--- src/rtl/cia_pkg.sv ---
// Shared types and sizing helpers for the group-serial
// carry-increment adder/subtractor.
package cia_pkg;

    typedef enum logic [1:0] {
        IDLE = 2'd0,
        RUN  = 2'd1,
        DONE = 2'd2
    } cia_state_t;

    // Group counter width; a single-group datapath still needs one bit.
    function automatic int cnt_width(input int n, input int g);
        int groups;
        groups = n / g;
        if (groups <= 1) begin
            return 1;
        end
        return $clog2(groups);
    endfunction

endpackage

--- src/rtl/cia_group.sv ---
// Combinational G-bit carry-increment group: base sum plus its
// incremented copy, selected by the incoming carry.
module cia_group #(
    parameter int G = 8
) (
    input  logic [G-1:0] a_g,
    input  logic [G-1:0] b_g,
    input  logic         c,
    output logic [G-1:0] s,
    output logic         c_out
);

    logic [G:0]   w_base;
    logic [G-1:0] w_inc;
    logic         w_inc_c;

    assign w_base  = {1'b0, a_g} + {1'b0, b_g};
    assign w_inc   = w_base[G-1:0] + G'(1);
    // The increment only carries out when the base sum is all ones.
    assign w_inc_c = w_base[G] | (&w_base[G-1:0]);

    assign s     = c ? w_inc   : w_base[G-1:0];
    assign c_out = c ? w_inc_c : w_base[G];

endmodule

--- src/rtl/cia_seq_addsub.sv ---
// Iterative adder/subtractor: one G-bit carry-increment group per
// clock, valid/ready handshake on both the request and the result.
module cia_seq_addsub
    import cia_pkg::*;
#(
    parameter int N = 64,
    parameter int G = 8
) (
    input  logic         clk,
    input  logic         rst_n,
    input  logic         in_valid,
    output logic         in_ready,
    input  logic [N-1:0] a,
    input  logic [N-1:0] b,
    input  logic         cin,
    input  logic         sub,
    output logic         out_valid,
    input  logic         out_ready,
    output logic [N-1:0] result,
    output logic         cout,
    output logic         ovf
);

    localparam int NG = N / G;
    localparam int KW = cnt_width(N, G);
    localparam logic [KW-1:0] K_LAST = KW'(NG - 1);

    cia_state_t    r_state;
    logic [N-1:0]  r_a;
    logic [N-1:0]  r_b;
    logic          r_c;
    logic [KW-1:0] r_k;
    logic [N-1:0]  r_result;
    logic          r_cout;
    logic          r_ovf;
    logic          r_out_valid;

    logic [G-1:0]  w_a_g;
    logic [G-1:0]  w_b_g;
    logic [G-1:0]  w_s;
    logic          w_c;
    logic          w_last;
    logic          w_ovf;
    int            w_base;

    assign w_base = int'(r_k) * G;
    assign w_a_g  = r_a[w_base +: G];
    assign w_b_g  = r_b[w_base +: G];
    assign w_last = (r_k == K_LAST);

    // r_b already holds B', so both sign bits come straight from the latches.
    assign w_ovf = (r_a[N-1] == r_b[N-1]) & (w_s[G-1] != r_a[N-1]);

    cia_group #(
        .G (G)
    ) u_grp (
        .a_g   (w_a_g),
        .b_g   (w_b_g),
        .c     (r_c),
        .s     (w_s),
        .c_out (w_c)
    );

    always_ff @(posedge clk or negedge rst_n) begin
        if (!rst_n) begin
            r_state     <= IDLE;
            r_a         <= '0;
            r_b         <= '0;
            r_c         <= 1'b0;
            r_k         <= '0;
            r_result    <= '0;
            r_cout      <= 1'b0;
            r_ovf       <= 1'b0;
            r_out_valid <= 1'b0;
        end else begin
            unique case (r_state)
                IDLE: begin
                    if (in_valid) begin
                        r_a     <= a;
                        r_b     <= sub ? ~b : b;
                        r_c     <= sub ^ cin;
                        r_k     <= '0;
                        r_state <= RUN;
                    end
                end
                RUN: begin
                    r_result[w_base +: G] <= w_s;
                    r_c <= w_c;
                    if (w_last) begin
                        r_cout      <= w_c;
                        r_ovf       <= w_ovf;
                        r_out_valid <= 1'b1;
                        r_k         <= '0;
                        r_state     <= DONE;
                    end else begin
                        r_k <= r_k + KW'(1);
                    end
                end
                DONE: begin
                    if (out_ready) begin
                        r_out_valid <= 1'b0;
                        r_state     <= IDLE;
                    end
                end
                default: begin
                    r_state <= IDLE;
                end
            endcase
        end
    end

    // Held low while reset is asserted so nothing is accepted mid-reset.
    assign in_ready  = rst_n & (r_state == IDLE);
    assign out_valid = r_out_valid;
    assign result    = r_result;
    assign cout      = r_cout;
    assign ovf       = r_ovf;

endmodule

--- config.mk ---
export PLATFORM = sky130hd
export DESIGN_NAME = cia_seq_addsub
export DESIGN_NICKNAME = d
export VERILOG_FILES = /design/src/rtl/cia_pkg.sv /design/src/rtl/cia_group.sv /design/src/rtl/cia_seq_addsub.sv
export SDC_FILE = /design/constraint.sdc
export NUM_CORES = 1
export LEC_CHECK = 0
export ABC_AREA = 1
export CAP_MARGIN = 20
export CORE_MARGIN = 5
export CORE_UTILIZATION = 47
export DETAILED_ROUTE_END_ITERATION = 8
export PLACE_DENSITY = 0.77
export SLEW_MARGIN = 20
export SYNTH_ARGS = -nofsm -noshare
export SYNTH_HDL_FRONTEND = slang
export SYNTH_SLANG_ARGS = --single-unit
--- constraint.sdc ---
create_clock -name clk -period 3.49 [get_ports clk]
set_clock_uncertainty 0.15 [all_clocks]
set_input_delay 0.5235 -clock clk [delete_from_list [all_inputs] [get_ports clk]]
set_output_delay 0.5235 -clock clk [all_outputs]
set_load 0.01 [all_outputs]
==> Yosys cells after proc, flatten, opt, wreduce, memory -nomap -nowiden <==
Index checks and enable logic that the tools add are counted.
{ "totals": {"output_inout_bits": 68, "ff_bits": 201, "word_cells": 55} }
{ "classes": {"n_shift": 4, "n_reduce_logical": 9, "eq_ne": 8, "bitwise_logic": 5, "mux": 16, "addsub": 4} }
{ "op_table": {"columns": ["op", "count"], "rows": [
  ["$shiftx 64x7->8", 2],
  ["$bwmux 64", 1],
  ["$mux 64", 1],
  ["$not 64->64", 1],
  ["$shift 8x33->64 const A", 1],
  ["$shiftx 8x33->64", 1],
  ["$neg 6->33", 1],
  ["$add 8x8->9", 1],
  ["$add 8x1->8 const B", 1],
  ["$mux 8", 1],
  ["$reduce_and 8->1", 1],
  ["$mux 2", 3],
  ["$mux 3", 2],
  ["$ne 2x2->1 const B", 3],
  ["$pmux 2 s3", 1],
  ["$pmux 3 s2", 1],
  ["$reduce_and 2->1", 3],
  ["$reduce_and 3->1", 2],
  ["$mux 1", 4],
  ["$pmux 1 s2", 2],
  ["$reduce_bool 2->1", 2],
  ["$add 3x1->3 const B", 1],
  ["$eq 3x3->1 const B", 1],
  ["$and 1x1->1", 2],
  ["7 further kinds", 7]
]} }

==> Longest topological paths before layout <==
Gate-level depths: netlist of the first run.
{ "depth": {"ltp_word": 6, "ltp_mapped": 25, "mapped_depth_nobuf": 22} }

==> Hierarchy <==
A second synthesis of the first run with hierarchy kept.
{ "unflattened": {"cells_unflattened": 1378, "area_unflattened_um2": 10645.2} }
{ "modules_own_cells": {"columns": ["module", "cells_each", "instances", "area_each_um2", "seq_area_each_um2"], "rows": [
  ["cia_seq_addsub", 1263, 1, 10038.4, 5029.8],
  ["cia_group", 115, 1, 606.8, 0.0]
]} }

==> Worst setup path after synthesis of the first run <==
No wires, ideal clock.
{ "synth_timing": {"kind": "reg2reg", "from": "register r_k[0]", "to": "register r_result[14] (netlist: result[14])", "period_less_slack_ps": 3342, "setup_slack_ps": 148, "t_required_ps": 3275, "arrival_ps": 3127, "setup_ps": 65, "stages_incl_launch_ff": 22, "cell_sequence": "dfrtp_1 -> buf_2 -> inv_1 -> buf_2 -> buf_2 -> nor2_1 -> o22ai_1 -> nor2_1 -> a31oi_1 -> ha_1 -> inv_1 -> fa_1 -> inv_1 -> ha_1 -> nand4_1 -> nor3_2 -> nand2_1 -> nand2_1 -> nand2_1 -> nor2_4 -> nand3_1 -> nand2_1"} }
{ "synth_via": {"elab_chain_len": 6, "word_cells_on_any_way": 9} }
{ "synth_lines": {"columns": ["item", "line", "source"], "rows": [
  ["start: declaration", "cia_seq_addsub.sv:32", "logic [KW-1:0] r_k;"],
  ["start signal: assignment", "cia_seq_addsub.sv:96", "r_k <= r_k + KW'(1);"],
  ["$shiftx 64x7->8 (on tied branches)", "cia_seq_addsub.sv:47, cia_seq_addsub.sv:48", null],
  ["$add 8x8->9", "cia_group.sv:17", "assign w_base = {1'b0, a_g} + {1'b0, b_g};"],
  ["$add 8x1->8", "cia_group.sv:18", "assign w_inc = w_base[G-1:0] + G'(1);"],
  ["$mux 8", "cia_group.sv:22", "assign s = c ? w_inc : w_base[G-1:0];"],
  ["$shiftx 8x33->64", "cia_seq_addsub.sv:87", "r_result[w_base +: G] <= w_s;"],
  ["$bwmux 64 (*)", "cia_seq_addsub.sv:87", null],
  ["end signal: indexed assignment", "cia_seq_addsub.sv:87", null],
  ["end: declaration", "cia_seq_addsub.sv:33", "logic [N-1:0] r_result;"]
]} }
Mark *: on every way between the ends. The rest lies on a longest branch, timed or not.
A chain may end at the register's enable or synchronous reset.

==> Final worst setup path of the first run <==
Same ends and word-level chain as after synthesis.

==> results.json, run 1 <==
{
  "status": "complete, no violations",
  "clock_tree.buffer_depth": 3,
  "path_cells": "buf_12 -> o21ai_4 -> o22ai_2 -> nor2_1 -> a31oi_1 -> ha_2 -> inv_2 -> fa_1 -> inv_1 -> ha_2 -> nand4_1 -> nor3_2 -> nand2_1 -> nand2_1 -> nand2_2 -> nor2_4 -> nand3_2 -> nand2_1",
  "ys_warn_count": 0,
  "synth_cell_types": 36,
  "cp-end-kind": "register",
  "grt_antenna_before_repair": 0,
  "wl_per_cell_um": 16.1,
  "hp-class": "in2async",
  "postRouteAntennaNets": 0,
  "total_power_uw": 14500,
  "diodes": 0,
  "mostFrequentLayoutCells": "413 x nand2_1, 199 x dfrtp_1, 199 x clkdlybuf4s50_1",
  "grt_pass1_vias": 8405,
  "cp_max_fo": 7,
  "worstSetupStartpointType": "register",
  "root_buffer": "clkbuf_16",
  "critical_path.most_common_cell": "nand2_1",
  "synth-seq-cells": 201,
  "cts.sinks": 201,
  "setup_viol_count_final": 0,
  "fin_tns_setup_ps": 0,
  "syn_to_final_growth_pct": 33.3,
  "drive_above_1_share_pct": 9.61,
  "rrSetupSlack_ps": 80,
  "numPortBuffers": 201,
  "start_util_pct": 47.4,
  "nFillCells": 1794,
  "cts.clk_slew.worst_paths_ps": 60,
  "vdd_drop_max_mv": 0.735,
  "nNetsFinal": 1570,
  "path_class": "reg2reg",
  "r2r_start": "r_k[0]",
  "max_freq_mhz": 293,
  "place_ws_ps": 68.8,
  "post-route-period-util_pct": 97.8,
  "viasPerCell": 5.17,
  "multi_input_comb_area_um2": 4480,
  "syn_area_per_cell_um2": 8.08,
  "p_leak_uw": 0.00619,
  "cp_slowest_cell": "dfrtp_2",
  "cts_made_buffers": 22,
  "die_y_um": 155,
  "first_pass_iters": 5,
  "rsz0062_at_grt": "yes",
  "cts_tree": "yes",
  "cap_violations": 0,
  "core-area_um2": 21000,
  "hpwlAfterDp_um": 19600,
  "layout_commonest_cell": "nand2_1",
  "rows": 53,
  "worst_slack_ps": 78.3,
  "io_pins": 202,
  "synthesis.nets": 1378,
  "h-tree-depth": 1,
  "slew_headroom_pct": 36.8,
  "synth_area_um2": 9940,
  "grt_start_max_net_pins": 194,
  "cp_slowest_stage_delay_ps": 530,
  "hold_viol": 0,
  "worstSkewPairLatency_ps": 520,
  "place_congestion": 0.864,
  "crit_family": "simple AND/OR/NAND/NOR gates",
  "synth-edff-count": 0,
  "regArea_um2": 5030,
  "path_buf_inv": 3,
  "r2r_cells": 18,
  "vias": 8844,
  "finalWirelength_um": 27600,
  "r2r_end": "result[14]",
  "die_w_um": 155,
  "drt-initial-drc-count": 652,
  "grt_pass1_wl_um": 43400,
  "dp_cells": 1657,
  "arrival_ps": 3690,
  "cp_data_required_time_ps": 3770,
  "tightest_slew_ps": 948,
  "async_flop_share_pct": 100,
  "fin_crit_ps": 3410,
  "synth_ff_type": "dfrtp_1",
  "drc_errors": 0,
  "stdcell_count": 1711,
  "syn_inst": 1230,
  "dieArea_um2": 24200,
  "power_density_nw_per_um2": 1090,
  "grt-ovfl-total": 0,
  "ys_seq_area_share_pct": 50.6,
  "final-max-slew-violation-count": 0,
  "grtUsageTotal_pct": 21.9
}
-- report_power, final --
group | switching, uW | internal [uW]
Clock | 942 | 1420
Combinational | 5020 | 3080
Sequential | 674 | 3370
Total | 6640 | 7860
-- how the worst max path moves through the flow --
stage          startpoint          to  slack, ps  cells past startpoint
2_1_floorplan      r_k[0]  result[14]        150                     21
3_3_place_gp       r_k[0]  result[38]        180                     18
3_5_place_dp       r_k[0]  result[14]         70                     18
4_1_cts            r_k[0]  result[14]         10                     18
5_1_grt            r_k[0]  result[14]       -110                     18
6_report           r_k[0]  result[14]         80                     18
-- final cells by class --
cell class | instances | share of cell area [%]
flip-flops and latches | 201 | 38.0
multi-input cells | 903 | 33.8
repair buffers | 236 | 18.2
clock buffers | 32 | 5.12
well taps | 275 | 2.60
inverters | 57 | 1.71
clock inverters | 6 | 0.500
repair inverters | 1 | 0.0472
-- flip-flops by register name (all words and copies together) (netlist names) --
register and count:
r_state 2, out_valid 1, r_b 64, r_k 3, ovf 1, r_c 1
r_a 64, result 64, cout 1
-- timing repair --
item                                    CTS  global route
buffers inserted                          0            11
hold buffers                              0             0
gates resized for setup                   1            37
pin swaps                                 0            17
endpoints found under the setup margin    1            41
gates cloned                              0             5
endpoints found under the hold margin     0             0
-- logic make-up after synthesis --
kind of cell    synth area share, %
compound gates                 11.6
xor+xnor                       5.82
fa+ha+maj                      1.84
buf+inv                        5.34
flops                          50.6
simple gates                   24.8
-- through the flow --
stage	hold slack, ps	utilization (%)	area (um2)
CTS	31.4	61.8	12900
global placement	307	58.2	12200
floorplan	77.9	-	9940
global route	65.2	63.2	13300
finish	12.5	63.2	13300
detailed placement	310	58.2	12200
-- synthesized netlist by cell type (all sizes together), types with 2 or more instances --
library cell | count | area, um2
nand2 | 420 | 1580
dfrtp | 201 | 5030
o21ai | 169 | 857
nor2 | 147 | 601
xnor2 | 64 | 561
inv | 55 | 211
buf | 39 | 199
clkbuf | 30 | 113
nand3 | 26 | 153
o22ai | 19 | 119
a31oi | 14 | 87.6
a21oi | 13 | 80.1
ha | 13 | 163
nor3 | 8 | 88.8
nand3b | 3 | 22.5
clkinv | 2 | 7.51
nand4 | 2 | 12.5
xor2 | 2 | 17.5
-- worst register-to-register path: stages, from the launching register on --
cell	delay (ps)
dfrtp_2	530
buf_12	170
o21ai_4	50
o22ai_2	150
nor2_1	70
a31oi_1	190
ha_2	220
inv_2	40
fa_1	470
inv_1	90
ha_2	180
nand4_1	130
nor3_2	210
nand2_1	80
nand2_1	80
nand2_2	70
nor2_4	260
nand3_2	100
nand2_1	90
-- per-layer routing --
metal	global-route usage [%]	wire, um	vias to the layer above
met2	36.4	13000	338
met3	3.59	2130	50
li1	-	-	4319
met5	0	0	-
met4	5.09	640	0
met1	30.4	11800	4137
Note: power is estimated with default switching activity, not from simulation.
==> inputs of run 2 (changes only) <==
--- a/config.mk
+++ b/config.mk
@@ -8,9 +8,9 @@
 export ABC_AREA = 1
 export CAP_MARGIN = 20
 export CORE_MARGIN = 5
-export CORE_UTILIZATION = 47
+export CORE_UTILIZATION = 56
 export DETAILED_ROUTE_END_ITERATION = 8
-export PLACE_DENSITY = 0.77
+export PLACE_DENSITY = 0.86
 export SLEW_MARGIN = 20
 export SYNTH_ARGS = -nofsm -noshare
 export SYNTH_HDL_FRONTEND = slang
==> constraint.sdc (replaced) <==
create_clock -name clk -period 4.2 [get_ports clk]
set_clock_uncertainty 0.15 [all_clocks]
set_input_delay 0.63 -clock clk [delete_from_list [all_inputs] [get_ports clk]]
set_output_delay 0.63 -clock clk [all_outputs]
set_load 0.01 [all_outputs]
==> results.json, run 2 (synthesis results as in run 1) <==
{
  "cts_resized": 0,
  "cp_data_required_time_ps": 4470,
  "slew_headroom_pct": 36.3,
  "worst_slack_ps": 407,
  "place_congestion": 0.913,
  "r2r_cells": 18,
  "final-max-slew-violation-count": 0,
  "path_buf_inv": 3,
  "clock_tree.buffer_depth": 3,
  "numPortBuffers": 201,
  "rsz0062_at_grt": "no",
  "grtUsageTotal_pct": 25.7,
  "hp-class": "in2async",
  "status": "complete, no violations",
  "cts_made_buffers": 21,
  "wl_per_cell_um": 16.3,
  "tightest_slew_ps": 956,
  "nNetsFinal": 1545,
  "cap_violations": 0,
  "arrival_ps": 4060,
  "nFillCells": 1308,
  "cp_slowest_stage_delay_ps": 550,
  "cp_slowest_cell": "buf_4",
  "ctsHoldBuffers": 0,
  "r2r_start": "r_k[0]",
  "grt_use_met3_pct": 3.65,
  "path_cells": "buf_4 -> o21ai_0 -> o22ai_1 -> nor2_1 -> a31oi_1 -> ha_1 -> inv_1 -> fa_1 -> inv_1 -> ha_1 -> nand4_1 -> nor3_2 -> nand2_1 -> nand2_1 -> nand2_1 -> nor2_4 -> nand3_1 -> nand2_1",
  "fin_tns_setup_ps": 0,
  "finalWirelength_um": 26600,
  "critical_path.most_common_cell": "nand2_1",
  "busiest_layer": "met2",
  "dieArea_um2": 20500,
  "io_pins": 202,
  "crit_family": "simple AND/OR/NAND/NOR gates",
  "hpwlAfterDp_um": 18900,
  "grt_use_met2_pct": 43.4,
  "r2r_end": "result[14]",
  "drive_above_1_share_pct": 5.90,
  "power_density_nw_per_um2": 888,
  "rrSetupSlack_ps": 410,
  "rows": 48,
  "grt-ovfl-total": 0,
  "first_pass_iters": 5,
  "setup_viol_count_final": 0,
  "vdd_drop_max_mv": 0.469,
  "mostFrequentLayoutCells": "416 x nand2_1, 200 x dfrtp_1, 199 x clkdlybuf4s50_1",
  "post-route-period-util_pct": 90.3,
  "cts_setup_buffers": 0,
  "die_w_um": 143,
  "max_freq_mhz": 264,
  "h-tree-depth": 1,
  "hold_viol": 0,
  "cp_max_fo": 65,
  "use_met1_pct": 34.5,
  "drc_errors": 0,
  "grt_pass1_wl_um": 42600,
  "cts.sinks": 201,
  "start_util_pct": 57.3,
  "grt_start_max_net_pins": 202,
  "cts.clk_slew.worst_paths_ps": 60,
  "utilization_pct": 73.1,
  "root_buffer": "clkbuf_16",
  "grt_pass1_vias": 8621,
  "worstSetupStartpointType": "register",
  "path_class": "reg2reg",
  "die_y_um": 143,
  "layout_commonest_cell": "nand2_1",
  "cts_tree": "yes",
  "postRouteAntennaNets": 0,
  "vias": 8863,
  "core-area_um2": 17400,
  "diodes": 0,
  "fin_crit_ps": 3790,
  "grt_antenna_before_repair": 0,
  "viasPerCell": 5.43,
  "syn_to_final_growth_pct": 27.7,
  "drt-initial-drc-count": 831,
  "p_leak_uw": 0.00597,
  "place_ws_ps": 490,
  "cp-end-kind": "register",
  "worstSkewPairLatency_ps": 490
}
-- run 2: cell types whose count changed in the layout (fill, tap and decap cells not counted), moves of 4 or more --
cell / before / now
nand3_2: 7 / 2
nand3_1: 18 / 23
o21ai_0: 147 / 152
clkbuf_8: 10 / 6
clkbuf_16: 26 / 21
buf_4: 25 / 10
-- run 2: where the power goes --
| group | total, uW | internal [uW] | switching, uW | leakage [uW] |
|---|---|---|---|---|
| combinational | 6190 | 2210 | 3970 | 0.00312 |
| sequential | 3350 | 2800 | 547 | 0.00254 |
| clock | 1730 | 995 | 737 | 0.000306 |
-- run 2: metal layers --
layer | routed length [um] | up-vias
li1 | - | 4250
met1 | 10900 | 4198
met2 | 12700 | 355
met3 | 1940 | 60
met4 | 973 | 0
met5 | 0 | -
-- run 2: layout make-up --
cell class	count	area, um2	area share, %
clock inverter	3	17.5	0.138
tap	225	282	2.22
inverter	57	219	1.73
sequential	201	5030	39.6
multi-input combinational	903	4390	34.6
timing repair buffer	213	2150	16.9
clock buffer	29	606	4.77
-- run 2: per-stage QoR --
| stage | area [um2] | total power, uW | cells | hold WS (ps) |
|---|---|---|---|---|
| final | 12700 | 11300 | 1631 | 38.2 |
| after global routing | 12700 | 12200 | 1631 | 69.7 |
| after CTS | 12700 | 11200 | 1630 | 299 |
| after detailed placement | 12000 | 9450 | 1598 | 310 |
| after global placement | 12000 | 9250 | 1598 | 307 |
| after floorplan | 9940 | 7460 | 1230 | 184 |
-- run 2: worst max path at each step --
| stage | from | to | slack (ps) | depth (start not counted) |
|---|---|---|---|---|
| 6_report | r_k[0] | result[14] | 410 | 18 |
| 5_1_grt | r_k[0] | result[14] | 110 | 18 |
| 4_1_cts | r_k[0] | result[38] | 460 | 18 |
| 3_5_place_dp | r_k[0] | result[38] | 490 | 18 |
| 3_3_place_gp | r_k[0] | result[38] | 630 | 17 |
| 2_1_floorplan | r_k[0] | result[14] | 860 | 21 |
